[config.mk]
export PLATFORM = sky130hd
export DESIGN_NAME = axis_width_upsizer_flat
export DESIGN_NICKNAME = d
export VERILOG_FILES = /design/src/rtl/axis_width_upsizer_if.sv /design/src/rtl/axis_width_upsizer.sv /design/src/flat_wrapper.sv
export SDC_FILE = /design/constraint.sdc
export NUM_CORES = 1
export LEC_CHECK = 0
export ABC_AREA = 0
export BUFFER_PORTS_ARGS = -buffer_cell sky130_fd_sc_hd__buf_2
export CAP_MARGIN = 0
export CORE_AREA = 3 3 94 96
export DETAILED_ROUTE_END_ITERATION = 12
export DIE_AREA = 0 0 97 99
export PLACE_DENSITY = 0.67
export SETUP_SLACK_MARGIN = 0.4
export SLEW_MARGIN = 20
export SYNTH_ARGS = -nofsm -noshare
export SYNTH_HDL_FRONTEND = slang
export SYNTH_SLANG_ARGS = --single-unit
[constraint.sdc]
create_clock -name aclk -period 2.4 [get_ports aclk]
set_input_delay 0.24 -clock aclk [delete_from_list [all_inputs] [get_ports aclk]]
set_output_delay 0.24 -clock aclk [all_outputs]
set_load 0.02 [all_outputs]
[src/rtl/axis_width_upsizer_if.sv]
// Narrow-in / wide-out AXI-Stream bundle for the width upsizer.
// slave: the converter's view; master: the environment that feeds narrow beats and drains wide beats.
interface axis_width_upsizer_if #(
   parameter int DATA_WIDTH = 8,
   parameter int RATIO      = 4
);
   logic [DATA_WIDTH-1:0]       s_tdata;
   logic                        s_tvalid;
   logic                        s_tready;
   logic                        s_tlast;
   logic [DATA_WIDTH*RATIO-1:0] m_tdata;
   logic [RATIO-1:0]            m_tkeep;
   logic                        m_tvalid;
   logic                        m_tready;
   logic                        m_tlast;

   modport slave (
      input  s_tdata, s_tvalid, s_tlast, m_tready,
      output s_tready, m_tdata, m_tkeep, m_tvalid, m_tlast
   );

   modport master (
      output s_tdata, s_tvalid, s_tlast, m_tready,
      input  s_tready, m_tdata, m_tkeep, m_tvalid, m_tlast
   );
endinterface

[src/rtl/axis_width_upsizer.sv]
// Packs RATIO narrow AXI-Stream beats into one wide beat with a lane keep mask;
// tlast closes a wide beat early so packets never share a wide beat.
module axis_width_upsizer #(
   parameter int DATA_WIDTH = 8,
   parameter int RATIO      = 4
) (
   input  logic                 aclk,
   input  logic                 areset,
   axis_width_upsizer_if.slave  io_axis
);

   localparam int IDX_W  = $clog2(RATIO);
   localparam int WIDE_W = DATA_WIDTH * RATIO;

   if (RATIO < 2) begin : g_bad_ratio
      $error("axis_width_upsizer: RATIO must be at least 2");
   end

   logic [IDX_W-1:0]  r_idx;
   logic [WIDE_W-1:0] r_acc_data;
   logic [RATIO-1:0]  r_acc_keep;
   logic [WIDE_W-1:0] r_m_tdata;
   logic [RATIO-1:0]  r_m_tkeep;
   logic              r_m_tlast;
   logic              r_m_tvalid;

   logic              w_s_tready;
   logic              w_s_fire;
   logic              w_m_fire;
   logic              w_complete;
   logic [WIDE_W-1:0] w_merged;
   logic [RATIO-1:0]  w_keep_merged;

   // Input only stalls while a held wide beat is not being taken this cycle.
   assign w_s_tready = !areset && (!r_m_tvalid || io_axis.m_tready);
   assign w_s_fire   = io_axis.s_tvalid && w_s_tready;
   assign w_m_fire   = r_m_tvalid && io_axis.m_tready;
   assign w_complete = w_s_fire && ((r_idx == IDX_W'(RATIO - 1)) || io_axis.s_tlast);

   // Lanes above idx are always zero in the accumulator, so the merged word
   // already has its unused upper lanes cleared.
   always_comb begin
      w_merged      = r_acc_data;
      w_keep_merged = r_acc_keep;
      for (int k = 0; k < RATIO; k++) begin
         if (r_idx == IDX_W'(k)) begin
            w_merged[k*DATA_WIDTH +: DATA_WIDTH] = io_axis.s_tdata;
            w_keep_merged[k]                     = 1'b1;
         end
      end
   end

   always_ff @(posedge aclk or posedge areset) begin
      if (areset) begin
         r_idx      <= '0;
         r_acc_data <= '0;
         r_acc_keep <= '0;
      end else if (w_s_fire) begin
         if (w_complete) begin
            r_idx      <= '0;
            r_acc_data <= '0;
            r_acc_keep <= '0;
         end else begin
            r_idx      <= r_idx + 1'b1;
            r_acc_data <= w_merged;
            r_acc_keep <= w_keep_merged;
         end
      end
   end

   // A completion can only occur when the output slot is empty or draining,
   // so loading takes priority and gives back-to-back wide beats.
   always_ff @(posedge aclk or posedge areset) begin
      if (areset) begin
         r_m_tdata  <= '0;
         r_m_tkeep  <= '0;
         r_m_tlast  <= 1'b0;
         r_m_tvalid <= 1'b0;
      end else if (w_complete) begin
         r_m_tdata  <= w_merged;
         r_m_tkeep  <= w_keep_merged;
         r_m_tlast  <= io_axis.s_tlast;
         r_m_tvalid <= 1'b1;
      end else if (w_m_fire) begin
         r_m_tvalid <= 1'b0;
      end
   end

   assign io_axis.s_tready = w_s_tready;
   assign io_axis.m_tdata  = r_m_tdata;
   assign io_axis.m_tkeep  = r_m_tkeep;
   assign io_axis.m_tlast  = r_m_tlast;
   assign io_axis.m_tvalid = r_m_tvalid;

endmodule

[src/flat_wrapper.sv]
// flat-port wrapper written by rule: the top's interface ports become plain ports
module axis_width_upsizer_flat 
#(
   parameter int DATA_WIDTH = 8,
   parameter int RATIO      = 4
)
  (aclk, areset, io_axis_s_tdata, io_axis_s_tvalid, io_axis_s_tlast, io_axis_m_tready, io_axis_s_tready, io_axis_m_tdata, io_axis_m_tkeep, io_axis_m_tvalid, io_axis_m_tlast);
  axis_width_upsizer_if #(.DATA_WIDTH(DATA_WIDTH), .RATIO(RATIO)) io_axis_i ();
  input  logic aclk;
  input  logic areset;
  input wire logic [$bits(io_axis_i.s_tdata)-1:0] io_axis_s_tdata;
  input wire logic [$bits(io_axis_i.s_tvalid)-1:0] io_axis_s_tvalid;
  input wire logic [$bits(io_axis_i.s_tlast)-1:0] io_axis_s_tlast;
  input wire logic [$bits(io_axis_i.m_tready)-1:0] io_axis_m_tready;
  output wire logic [$bits(io_axis_i.s_tready)-1:0] io_axis_s_tready;
  output wire logic [$bits(io_axis_i.m_tdata)-1:0] io_axis_m_tdata;
  output wire logic [$bits(io_axis_i.m_tkeep)-1:0] io_axis_m_tkeep;
  output wire logic [$bits(io_axis_i.m_tvalid)-1:0] io_axis_m_tvalid;
  output wire logic [$bits(io_axis_i.m_tlast)-1:0] io_axis_m_tlast;
  assign io_axis_i.s_tdata = io_axis_s_tdata;
  assign io_axis_i.s_tvalid = io_axis_s_tvalid;
  assign io_axis_i.s_tlast = io_axis_s_tlast;
  assign io_axis_i.m_tready = io_axis_m_tready;
  assign io_axis_s_tready = io_axis_i.s_tready;
  assign io_axis_m_tdata = io_axis_i.m_tdata;
  assign io_axis_m_tkeep = io_axis_i.m_tkeep;
  assign io_axis_m_tvalid = io_axis_i.m_tvalid;
  assign io_axis_m_tlast = io_axis_i.m_tlast;
  axis_width_upsizer #(.DATA_WIDTH(DATA_WIDTH), .RATIO(RATIO)) u_core (.aclk(aclk), .areset(areset), .io_axis(io_axis_i));
endmodule
==> results.py <==
metrics = {
    "outcome": {
        "status": "finished, final reports clean",
    },
    "finish": {
        "syn2layout_area_growth_pct": 16.5,
        "nNetsFinal": 349,
        "antenna_cells": 0,
        "fill_cells": 733,
        "multi_input_area_um2": 1340,
        "seqCellArea_um2": 1900,
        "layout-drive-gt1-share": 0.325,
        "final_cells": 440,
    },
    "pwr": {
        "p_per_area_nw_per_um2": 955,
        "ir_drop_uv": 259,
        "leakagePower_nw": 1.79,
    },
    "clock_tree": {
        "cts_resized": 0,
        "clkLatencyLatePin_ns": 0.34,
        "htreeDepth": 3,
        "clock-sinks": 76,
        "clk_pin_slew_ns": 0.07,
        "cts_tree": "built",
        "numCtsBuffers": 9,
        "clockBufferDepth": 2,
        "postCtsSetupBuffers": 0,
        "clock-root-buffer": "clkbuf_8",
    },
    "detailed_routing": {
        "drtIter0Drc": 156,
        "viasPerCell": 5.68,
        "vias": 2499,
        "ant_nets": 0,
        "drc_errors": 0,
        "first_pass_iters": 4,
        "finalWirelength_um": 8220,
        "avgRoutedWirePerCell_um": 18.7,
    },
    "critical_path": {
        "r2r_setup_slack_ns": 0.60,
        "end_kind": "flip-flop",
        "worstPathArrival_ns": 2.24,
        "r2r_start": "u_core.r_idx[0]",
        "path_class": "in -> reg",
        "start_kind": "input pin",
        "cp.required_ns": 2.67,
        "cp_max_fo": 12,
        "crit_end": "u_core.r_acc_data[15]",
        "startpoint": "areset",
        "r2r_cells": 5,
        "r2r_end": "u_core.io_axis.m_tdata[12]",
    },
    "floorplan": {
        "fp.dieH_um": 99,
        "row_count": 33,
        "start_util": 0.417,
        "fp.dieArea_um2": 9600,
        "die-width_um": 97,
        "coreArea_um2": 8130,
        "ioPinCount": 52,
    },
    "synthesis": {
        "synth_top_area_frac": 0.561,
        "synth-seq-cells": 76,
        "avgSynthCellArea_um2": 12.2,
        "yosys_warnings": 0,
        "async_flop_share": 1.00,
        "yosys-top-cells-count": "dfrtp_1 (76), a31oi_1 (38), mux2i_1 (33)",
        "yosysMostFrequentCell": "dfrtp_1",
        "synthesis.area_um2": 3390,
        "syn_nets": 296,
        "netlist-cell-type-count": 27,
        "synth_area_leaders": "dfrtp_1 (56%), mux2i_1 (9.7%), a31oi_1 (7.0%), a22o_1 (6.5%), a21oi_2 (5.2%)",
        "syn_inst": 279,
        "ys_seq_area_frac": 0.561,
        "synth_ff_type": "dfrtp_1",
        "yosys.area.top_type": "dfrtp_1",
        "synth-edff-count": 0,
    },
    "place": {
        "io_buffers": 51,
        "place_congestion": 0.775,
        "placed_cells": 423,
        "place_hpwl_um": 5160,
    },
    "global_route": {
        "grt_pass1_wl_um": 13000,
        "first_global_vias": 2500,
        "antenna_found_initial": 0,
        "track_usage": 0.170,
        "grt_max_degree": 39,
        "grt-ovfl-total": 0,
    },
    "sta": {
        "hold_viol": 0,
        "slew_viol_final": 0,
        "rsz0062_at_grt": "yes",
        "skew_ns": 0.00696,
        "timing.setup.tns_ns": 0,
        "setup_viol_count_final": 0,
        "fmax_ghz": 0.509,
        "min_period_ns": 1.96,
        "hold_ws_ns": 0.212,
        "min_period_over_period": 0.818,
        "worstMarginPinSlew_ns": 0.602,
        "slew_headroom": 0.599,
    },
    "worst_hold_path": {
        "min_path_type": "in -> reg",
    },
    "run": {
        "drv_cap": 0,
    },
}
area by class of cell:
| class | count | area share |
|---|---|---|
| sequential | 76 | 0.481 |
| timing repair inverter | 1 | 0.00127 |
| clock inverter | 2 | 0.00253 |
| multi-input combinational | 174 | 0.340 |
| tap | 105 | 0.0333 |
| inverter | 3 | 0.00380 |
| timing repair buffer | 67 | 0.0957 |
| clock buffer | 12 | 0.0418 |
report_power, final:
| part | leakage, nW | internal (W) | switching, W |
|---|---|---|---|
| Combinational | 0.738 | 0.000457 | 0.000730 |
| Sequential | 0.955 | 0.00155 | 0.000148 |
| Clock | 0.0941 | 0.000446 | 0.000437 |
| Total | 1.79 | 0.00246 | 0.00132 |
cells by family (layout without fill, tap and decap cells):
family | after synthesis | count (layout) | share of synthesized area
AO/OA/AOI/OAI | 104 | 104 | 0.225
flip-flops | 76 | 76 | 0.561
multiplexers | 33 | 33 | 0.0974
AND/OR/NAND/NOR | 32 | 33 | 0.0557
buffers and inverters | 30 | 85 | 0.0465
adder cells (fa/ha/maj) | 4 | 4 | 0.0148
flip-flops by register name (all words and copies together), names as in the netlist:
register,cells
u_core.r_acc_keep,4
u_core.r_idx,2
u_core.io_axis.m_tlast,1
u_core.r_acc_data,32
u_core.io_axis.m_tkeep,4
u_core.io_axis.m_tvalid,1
u_core.io_axis.m_tdata,32
through the flow:
step                      total power (W)  cell area (µm²)   util  setup WS [ns]
after floorplan                   0.00254             3400      -          0.425
after global placement            0.00289             3750  0.461          0.665
after detailed placement          0.00291             3750  0.461          0.609
after CTS                         0.00380             3940  0.484          0.437
after global routing              0.00399             3950  0.486          0.356
final                             0.00377             3950  0.486          0.436
timing repair:
| action | 4_1_cts | 5_1_grt |
|---|---|---|
| setup endpoints to repair | 0 | 8 |
| hold buffers | 1 | 0 |
| endpoints found under the hold margin | 17 | 0 |
routing by layer:
layer,part of all wire,track usage,vias to the layer above
met4,0.010,0.0659,0
met3,0.043,0.0333,5
li1,-,-,1150
met1,0.47,0.239,1281
met5,0,0,-
met2,0.47,0.262,63
worst max-delay path, cell delays in order:
cell and delay (ns):
dlygate4sd3_1 0.53, buf_2 0.15, and2b_1 0.45, buf_4 0.28, and4_1 0.39, a22o_1 0.19
placed cells by master, fill, tap and decap left out, types with 3 or more instances in the layout:
master	netlist	routed
a21oi_1	16	16
a21oi_2	20	20
a22o_1	25	25
a31oi_1	38	38
and2_1	11	10
and4_1	3	3
buf_2	9	51
buf_4	3	15
clkbuf_8	0	12
dfrtp_1	76	76
ha_1	4	4
mux2i_1	33	33
nand3_1	3	3
nor2_1	8	8
o211ai_2	3	3
how the worst min path moves through the flow:
stage,start,depth (start not counted),to
final,io_axis_s_tlast,2,u_core.io_axis.m_tlast
after global routing,io_axis_s_tlast,2,u_core.io_axis.m_tlast
after CTS,io_axis_s_tlast,2,u_core.io_axis.m_tlast
after detailed placement,areset,2,u_core.io_axis.m_tkeep[3]
after global placement,areset,2,u_core.io_axis.m_tkeep[0]
after floorplan,io_axis_s_tlast,1,u_core.io_axis.m_tlast
Note: power is estimated with default switching activity, not from simulation.
